**src/rtl/bank_accounter_pkg.sv**
```systemverilog
// Types and width helpers shared by the bank accounter and the read switch.
package bank_accounter_pkg;

    localparam int MAX_SELECT_RANGE = 2;

    typedef enum logic {
        INIT,
        RUN
    } state_t;

    typedef struct packed {
        logic                        flag;
        logic [MAX_SELECT_RANGE-1:0] owner;
    } entry_t;

    function automatic int select_range(input int nb_wragent);
        return (nb_wragent <= 1) ? 1 : $clog2(nb_wragent);
    endfunction

    function automatic int select_width(input int nb_wragent, input int write_collision);
        return select_range(nb_wragent) + write_collision;
    endfunction

endpackage

```
**src/rtl/bank_accounter_write_arbiter.sv**
```systemverilog
// Per write agent: owner of its target address this cycle and whether another agent hits it too.
module write_arbiter
    import bank_accounter_pkg::*;
#(
    parameter int  ADDR_WIDTH   = 8,
    parameter int  NB_WRAGENT   = 2,
    localparam int SELECT_RANGE = select_range(NB_WRAGENT)
) (
    input  logic [NB_WRAGENT-1:0]              m_wren,
    input  logic [NB_WRAGENT*ADDR_WIDTH-1:0]   m_wraddr,
    output logic [NB_WRAGENT*SELECT_RANGE-1:0] owner,
    output logic [NB_WRAGENT-1:0]              collision
);

    // Ascending scan: the last matching agent above w is the highest-index writer.
    always_comb begin
        owner     = '0;
        collision = '0;
        for (int unsigned w = 0; w < NB_WRAGENT; w++) begin
            owner[w*SELECT_RANGE +: SELECT_RANGE] = SELECT_RANGE'(w);
            for (int unsigned v = 0; v < NB_WRAGENT; v++) begin
                if (v != w && m_wren[w] && m_wren[v] &&
                    m_wraddr[v*ADDR_WIDTH +: ADDR_WIDTH] == m_wraddr[w*ADDR_WIDTH +: ADDR_WIDTH]) begin
                    collision[w] = 1'b1;
                    if (v > w) begin
                        owner[w*SELECT_RANGE +: SELECT_RANGE] = SELECT_RANGE'(v);
                    end
                end
            end
        end
    end

endmodule

```
**src/rtl/bank_accounter.sv**
```systemverilog
// Tracks which bank holds the latest value of each address and drives the read-path bank select.
module bank_accounter
    import bank_accounter_pkg::*;
#(
    parameter int  ADDR_WIDTH      = 8,
    parameter int  NB_WRAGENT      = 2,
    parameter int  NB_RDAGENT      = 2,
    parameter int  WRITE_COLLISION = 1,
    localparam int SELECT_RANGE    = select_range(NB_WRAGENT),
    localparam int SELECT_WIDTH    = select_width(NB_WRAGENT, WRITE_COLLISION)
) (
    input  logic                               aclk,
    input  logic                               srst,
    output logic                               ready,
    input  logic [NB_WRAGENT-1:0]              m_wren,
    input  logic [NB_WRAGENT*ADDR_WIDTH-1:0]   m_wraddr,
    input  logic [NB_RDAGENT-1:0]              m_rden,
    input  logic [NB_RDAGENT*ADDR_WIDTH-1:0]   m_rdaddr,
    output logic [NB_RDAGENT*SELECT_WIDTH-1:0] bank_select,
    output logic [NB_WRAGENT-1:0]              m_wrcollision
);

    localparam int DEPTH = 2 ** ADDR_WIDTH;

    state_t                             state;
    state_t                             state_next;
    logic [ADDR_WIDTH-1:0]              cnt;
    logic [SELECT_WIDTH-1:0]            entries [DEPTH];
    logic [NB_WRAGENT*SELECT_RANGE-1:0] owner;
    logic [NB_WRAGENT-1:0]              collision;
    logic [SELECT_WIDTH-1:0]            wr_entry [NB_WRAGENT];
    logic                               unused_rden;

    // Lookup does not depend on the read enables.
    assign unused_rden = ^m_rden;

    write_arbiter #(
        .ADDR_WIDTH (ADDR_WIDTH),
        .NB_WRAGENT (NB_WRAGENT)
    ) u_write_arbiter (
        .m_wren    (m_wren),
        .m_wraddr  (m_wraddr),
        .owner     (owner),
        .collision (collision)
    );

    generate
        if (WRITE_COLLISION != 0) begin : g_flag
            always_comb begin
                for (int unsigned w = 0; w < NB_WRAGENT; w++) begin
                    wr_entry[w] = {collision[w], owner[w*SELECT_RANGE +: SELECT_RANGE]};
                end
            end

            always_ff @(posedge aclk) begin
                if (srst) begin
                    m_wrcollision <= '0;
                end else begin
                    m_wrcollision <= ready ? collision : '0;
                end
            end
        end else begin : g_noflag
            logic unused_collision;
            assign unused_collision = ^collision;

            always_comb begin
                for (int unsigned w = 0; w < NB_WRAGENT; w++) begin
                    wr_entry[w] = owner[w*SELECT_RANGE +: SELECT_RANGE];
                end
            end

            assign m_wrcollision = '0;
        end
    endgenerate

    always_ff @(posedge aclk) begin
        if (srst) begin
            state <= INIT;
        end else begin
            state <= state_next;
        end
    end

    always_comb begin
        state_next = state;
        case (state)
            INIT: if (cnt == '1) state_next = RUN;
            RUN:  state_next = RUN;
        endcase
    end

    // Writers of the same address all carry identical entries, so write order is irrelevant.
    always_ff @(posedge aclk) begin
        if (srst) begin
            cnt   <= '0;
            ready <= 1'b0;
        end else begin
            ready <= (state == RUN);
            if (state == INIT) begin
                entries[cnt] <= '0;
                cnt          <= cnt + 1'b1;
            end else if (ready) begin
                for (int unsigned w = 0; w < NB_WRAGENT; w++) begin
                    if (m_wren[w]) begin
                        entries[m_wraddr[w*ADDR_WIDTH +: ADDR_WIDTH]] <= wr_entry[w];
                    end
                end
            end
        end
    end

    always_comb begin
        bank_select = '0;
        if (ready) begin
            for (int unsigned r = 0; r < NB_RDAGENT; r++) begin
                bank_select[r*SELECT_WIDTH +: SELECT_WIDTH] = entries[m_rdaddr[r*ADDR_WIDTH +: ADDR_WIDTH]];
            end
        end
    end

endmodule
```
**config.mk**
```make
export PLATFORM = sky130hd
export DESIGN_NAME = bank_accounter
export DESIGN_NICKNAME = d
export VERILOG_FILES = /design/src/rtl/bank_accounter_pkg.sv /design/src/rtl/bank_accounter_write_arbiter.sv /design/src/rtl/bank_accounter.sv
export SDC_FILE = /design/constraint.sdc
export NUM_CORES = 1
export LEC_CHECK = 0
export CAP_MARGIN = 20
export CORE_ASPECT_RATIO = 0.6
export CORE_MARGIN = 10
export CORE_UTILIZATION = 33
export CTS_CLUSTER_SIZE = 10
export DETAILED_ROUTE_END_ITERATION = 6
export DONT_BUFFER_PORTS = 1
export SYNTH_ARGS = -nofsm -noshare
export SYNTH_HDL_FRONTEND = slang
export SYNTH_SLANG_ARGS = --single-unit
```
**constraint.sdc**
```tcl
create_clock -name aclk -period 3.2 [get_ports aclk]
set_input_delay 0.64 -clock aclk [delete_from_list [all_inputs] [get_ports aclk]]
set_output_delay 0.64 -clock aclk [all_outputs]
set_load 0.02 [all_outputs]
```
==> results.md <==
* Overall power at around 14 mW
* Hold_ws at 0.07465 ns
* Slowest stage cell, crit path: mux4_2
* Final Slew Violations at 0
* DP Wirelength at just over 70,000 um
* Biggest cell delay along the critical path at just under 0.7 ns
* Clock sinks at roughly 520
* CTS root buf: clkbuf_16
* Max-Cap Viols at 0
* CP max FO at roughly 180
* Slew headroom at around a quarter
* Total Routing Usage GR at approximately a fifth
* Critical path class: in -> out
* Initial DRC Count at 4,063
* Vias per cell at between 6 and 7
* Vias at 24,790
* CTS tree: done
* FF-to-FF Start: ready$_SDFF_PP0_
* Combinational share of power at under 10%
* Cell count after synthesis at between 2,000 and 3,000
* Die X at between 400 and 500 um
* Site Rows at 84
* Synthesis-stage register bit count at roughly 520
* Fin crit share at 118.4%
* # hold bufs at CTS at 0
* Mux cell area share after synthesis at between 20% and 30%
* Routed WL at between 100,000 and 150,000 um
* Hold Crit Class: in -> reg
* Clock network fraction of total power at 44.9%
* Sw frac at a little under a quarter
* DRC viols at 0
* Port Buffers at 0
* Worst Setup Slack, final at -0.5891 ns
* Main combinational cell family by area after synthesis: multiplexers
* Core Region at 87,550 um2
* Crit Reg-Reg Endpoint: entries[253][1]$_DFFE_PP_
* Finished layout cell area at ~33,000 um2
* Setup TNS at -1.684 ns
* IO Pins at 45
* R2r setup slk at approximately 0.40 ns
* Post-synthesis xor/xnor area fraction at 0.3608%
* Crit path launch type: input port
* Grt ovf at 0
* Reg clk slew, reported paths at approximately 0.070 ns
* Starting Density at between 30 and 40%
* Reg power frac at 49.4%
* Cell area after synthesis at about 30,000 um2
* Initial antenna violation count at 5
* TritonCTS Buffers at 58
* Cell variety after synth at 63
* Fmax at roughly 0.26 GHz
* Nets at roughly 2,800
* Critical Path AT at ~3.2 ns
* Die Ht at roughly 250 um
* Layout cells sized above 1 at between 15 and 20%
* P_int at 10.77 mW
* Post-synth EDFFs at between 200 and 300
* Routed length per instance at roughly 28 um
* CP Cell Sequence: mux4_2 -> a22o_1 -> or4_4 -> o21ai_2 -> nor4b_2 -> o2111ai_1 -> o2111ai_2 -> buf_6
* Post-Place Worst Slack at -0.4342 ns
* First-pass GRT wire length at around 160,000 um
* Critical path required time at around 2.6 ns
* Prevailing post-synth register cell: dfxtp_1
* R2R depth at 8
* Placement Cell Area at just over 30,000 um2
* Vias in the first global route at about 23,000
* Largest net degree at the start of global routing at approximately 180
* Crit path time final at between 3 and 4 ns
* Post-route ant nets at 0
* Hold Vio Cnt, Final at 0
* First-pass DRT Iterations at 6
* Switching pwr at around 3.3 mW
* Clk_lat worst skew at 0.63 ns
* Final Setup Violations at 4
* Post-synthesis simple-gate area fraction at between 10% and 20%
* Post-Synth Adder-Cell Area at less than 1%
* Fillers at about 8,500
* Syn avg cell area at between 10 and 15 um2
* Worst setup path endpoint: bank_select[2]
* Failing checks: setup timing
* Yosys warnings at 0
* Leakage at ~11 nW
* Die Footprint at 101,000 um2
* H-tree Lvls at 2
* Sequential area share after synthesis at around 45%
* Tightest Pin Transition at 1.100 ns
* Area delta synth->final at 12.52%
* Clock Path Buffers at 3
* Async S/R FF share, synth at 0%
* Layout Skew at between 0.015 and 0.02 ns
* RSZ-0062 raised after global routing: yes
* Crit. Startpoint: m_rdaddr[8]
* Mapped Nets at between 2,000 and 3,000
* CP endpoint kind: output port
* Pwr dens at about 430 nW/um2
* Status: finished with violations
* Max VDD drop at slightly below 400 uV
* Synth Area in Compound Gates at 18.33%
* GPL Wtd Cong at 0.9952
[power groups by stage]
stage	sequential (mW)	clock, mW	combinational, mW
5_1_grt	6.97	6.62	0.816
3_5_place_dp	7.11	0	0.744
3_3_place_gp	7.11	0	0.742
4_1_cts	6.97	6.35	0.754
6_report	6.97	6.32	0.804
2_1_floorplan	7.11	0	0.648
[kinds of logic after synthesis]
kind of cell               Yosys count
and+or+nand+nor                    785
xor gates and xnor gates            12
AOI/OAI and AO/OA                  771
muxes                              368
DFF                                523
adders and majority gates            1
buffers and inverters              289
[through the flow]
stage / utilization, % / std cells
after floorplan: - / 2749
after global placement: 35.37 / 3852
after detailed placement: 35.37 / 3852
after CTS: 37.36 / 3957
after global routing: 37.44 / 3957
final: 37.44 / 3958
[cells in the mapped netlist (7+ instances only)]
master	instances	area, um2
a2111oi_0	8	70.07
a211oi_1	10	75.07
a21oi_1	39	195.2
a31oi_1	14	87.58
buf_2	46	230.2
buf_4	11	82.58
buf_6	24	270.3
buf_8	10	150.1
clkbuf_1	172	645.6
dfxtp_1	267	5345
edfxtp_1	256	7687
inv_1	17	63.81
mux2i_1	196	1962
mux4_1	21	551.8
mux4_2	149	3356
nand2_1	323	1212
nand2b_1	9	56.30
nand3_1	24	120.1
nand4_1	9	56.30
nor2_1	345	1295
nor2b_1	13	81.33
nor3_1	18	90.09
o21ai_0	291	1456
o221ai_1	58	508.0
o22ai_1	46	287.8
o2bb2ai_1	257	2251
o31ai_1	8	60.06
o32ai_1	7	61.31
or3_1	8	50.05
xnor2_1	7	61.31
[what timing repair did]
action | 4_1_cts | 5_1_grt
hold endpoints to repair | 0 | 0
resized for setup | 21 | 17
endpoints found under the setup margin | 4 | 4
setup buffers | 2 | 1
pin swaps | 13 | 7
[metal layers]
| layer | up-vias | global-route usage (%) | share of wire (%) |
|---|---|---|---|
| met5 | - | 0 | 0.012 |
| met4 | 2 | 4.534 | 2.4 |
| met3 | 167 | 7.749 | 17 |
| met2 | 1859 | 27.58 | 38 |
| met1 | 12180 | 31.77 | 43 |
| li1 | 10580 | - | - |
[state kept, by name (all words and copies together), names as in the netlist]
name	flops
entries	512
cnt	8
state	1
m_wrcollision	1
ready	1
[area by class of cell]
cell class / count / area (um2) / share of cell area (%)
clock buffer: 103 / 1652 / 5.038
clock inverter: 2 / 13.76 / 0.04199
timing repair buffer: 213 / 1785 / 5.447
tap: 1161 / 1453 / 4.431
antenna: 1 / 2.502 / 0.007634
inverter: 18 / 67.56 / 0.2061
multi-input combinational: 1937 / 14770 / 45.06
sequential: 523 / 13040 / 39.76
[layout by cell type (no fill, tap or decap), types with 8 or more instances in the layout]
cell and count:
a31oi_1 14, mux4_2 153, nand3_1 21, nor3_1 17
a21oi_1 38, o21ai_0 287, buf_12 14, a211oi_1 9
nand2_1 321, mux4_1 17, nor2b_1 13, or3_1 8
dfxtp_1 265, o22ai_1 46, o2bb2ai_1 256, mux2i_1 196
edfxtp_1 256, nor2_2 9, nand4_1 9, o31ai_1 8
clkbuf_16 59, o221ai_1 57, nor2_1 336, buf_4 196
inv_1 16, clkbuf_1 43
[critical path, delay by kind of cell]
kind | cells | cell delay (ns)
multiplexers | 1 | 0.68
buffers and inverters | 1 | 0.19
AO/OA/AOI/OAI | 4 | 0.69
AND/OR/NAND/NOR | 2 | 0.62
[worst min-delay path by stage]
| stage | startpoint | to | cells after the start |
|---|---|---|---|
| 2_1_floorplan | entries[202][0]$_SDFFE_PP1P_ | entries[202][0]$_SDFFE_PP1P_ | 1 |
| 3_3_place_gp | entries[42][0]$_SDFFE_PP1P_ | entries[42][0]$_SDFFE_PP1P_ | 1 |
| 3_5_place_dp | entries[171][0]$_SDFFE_PP1P_ | entries[171][0]$_SDFFE_PP1P_ | 1 |
| 4_1_cts | srst | cnt[1]$_SDFFE_PP0N_ | 1 |
| 5_1_grt | srst | cnt[1]$_SDFFE_PP0N_ | 1 |
| 6_report | srst | cnt[1]$_SDFFE_PP0N_ | 1 |
(Power assumes the default switching activity.)
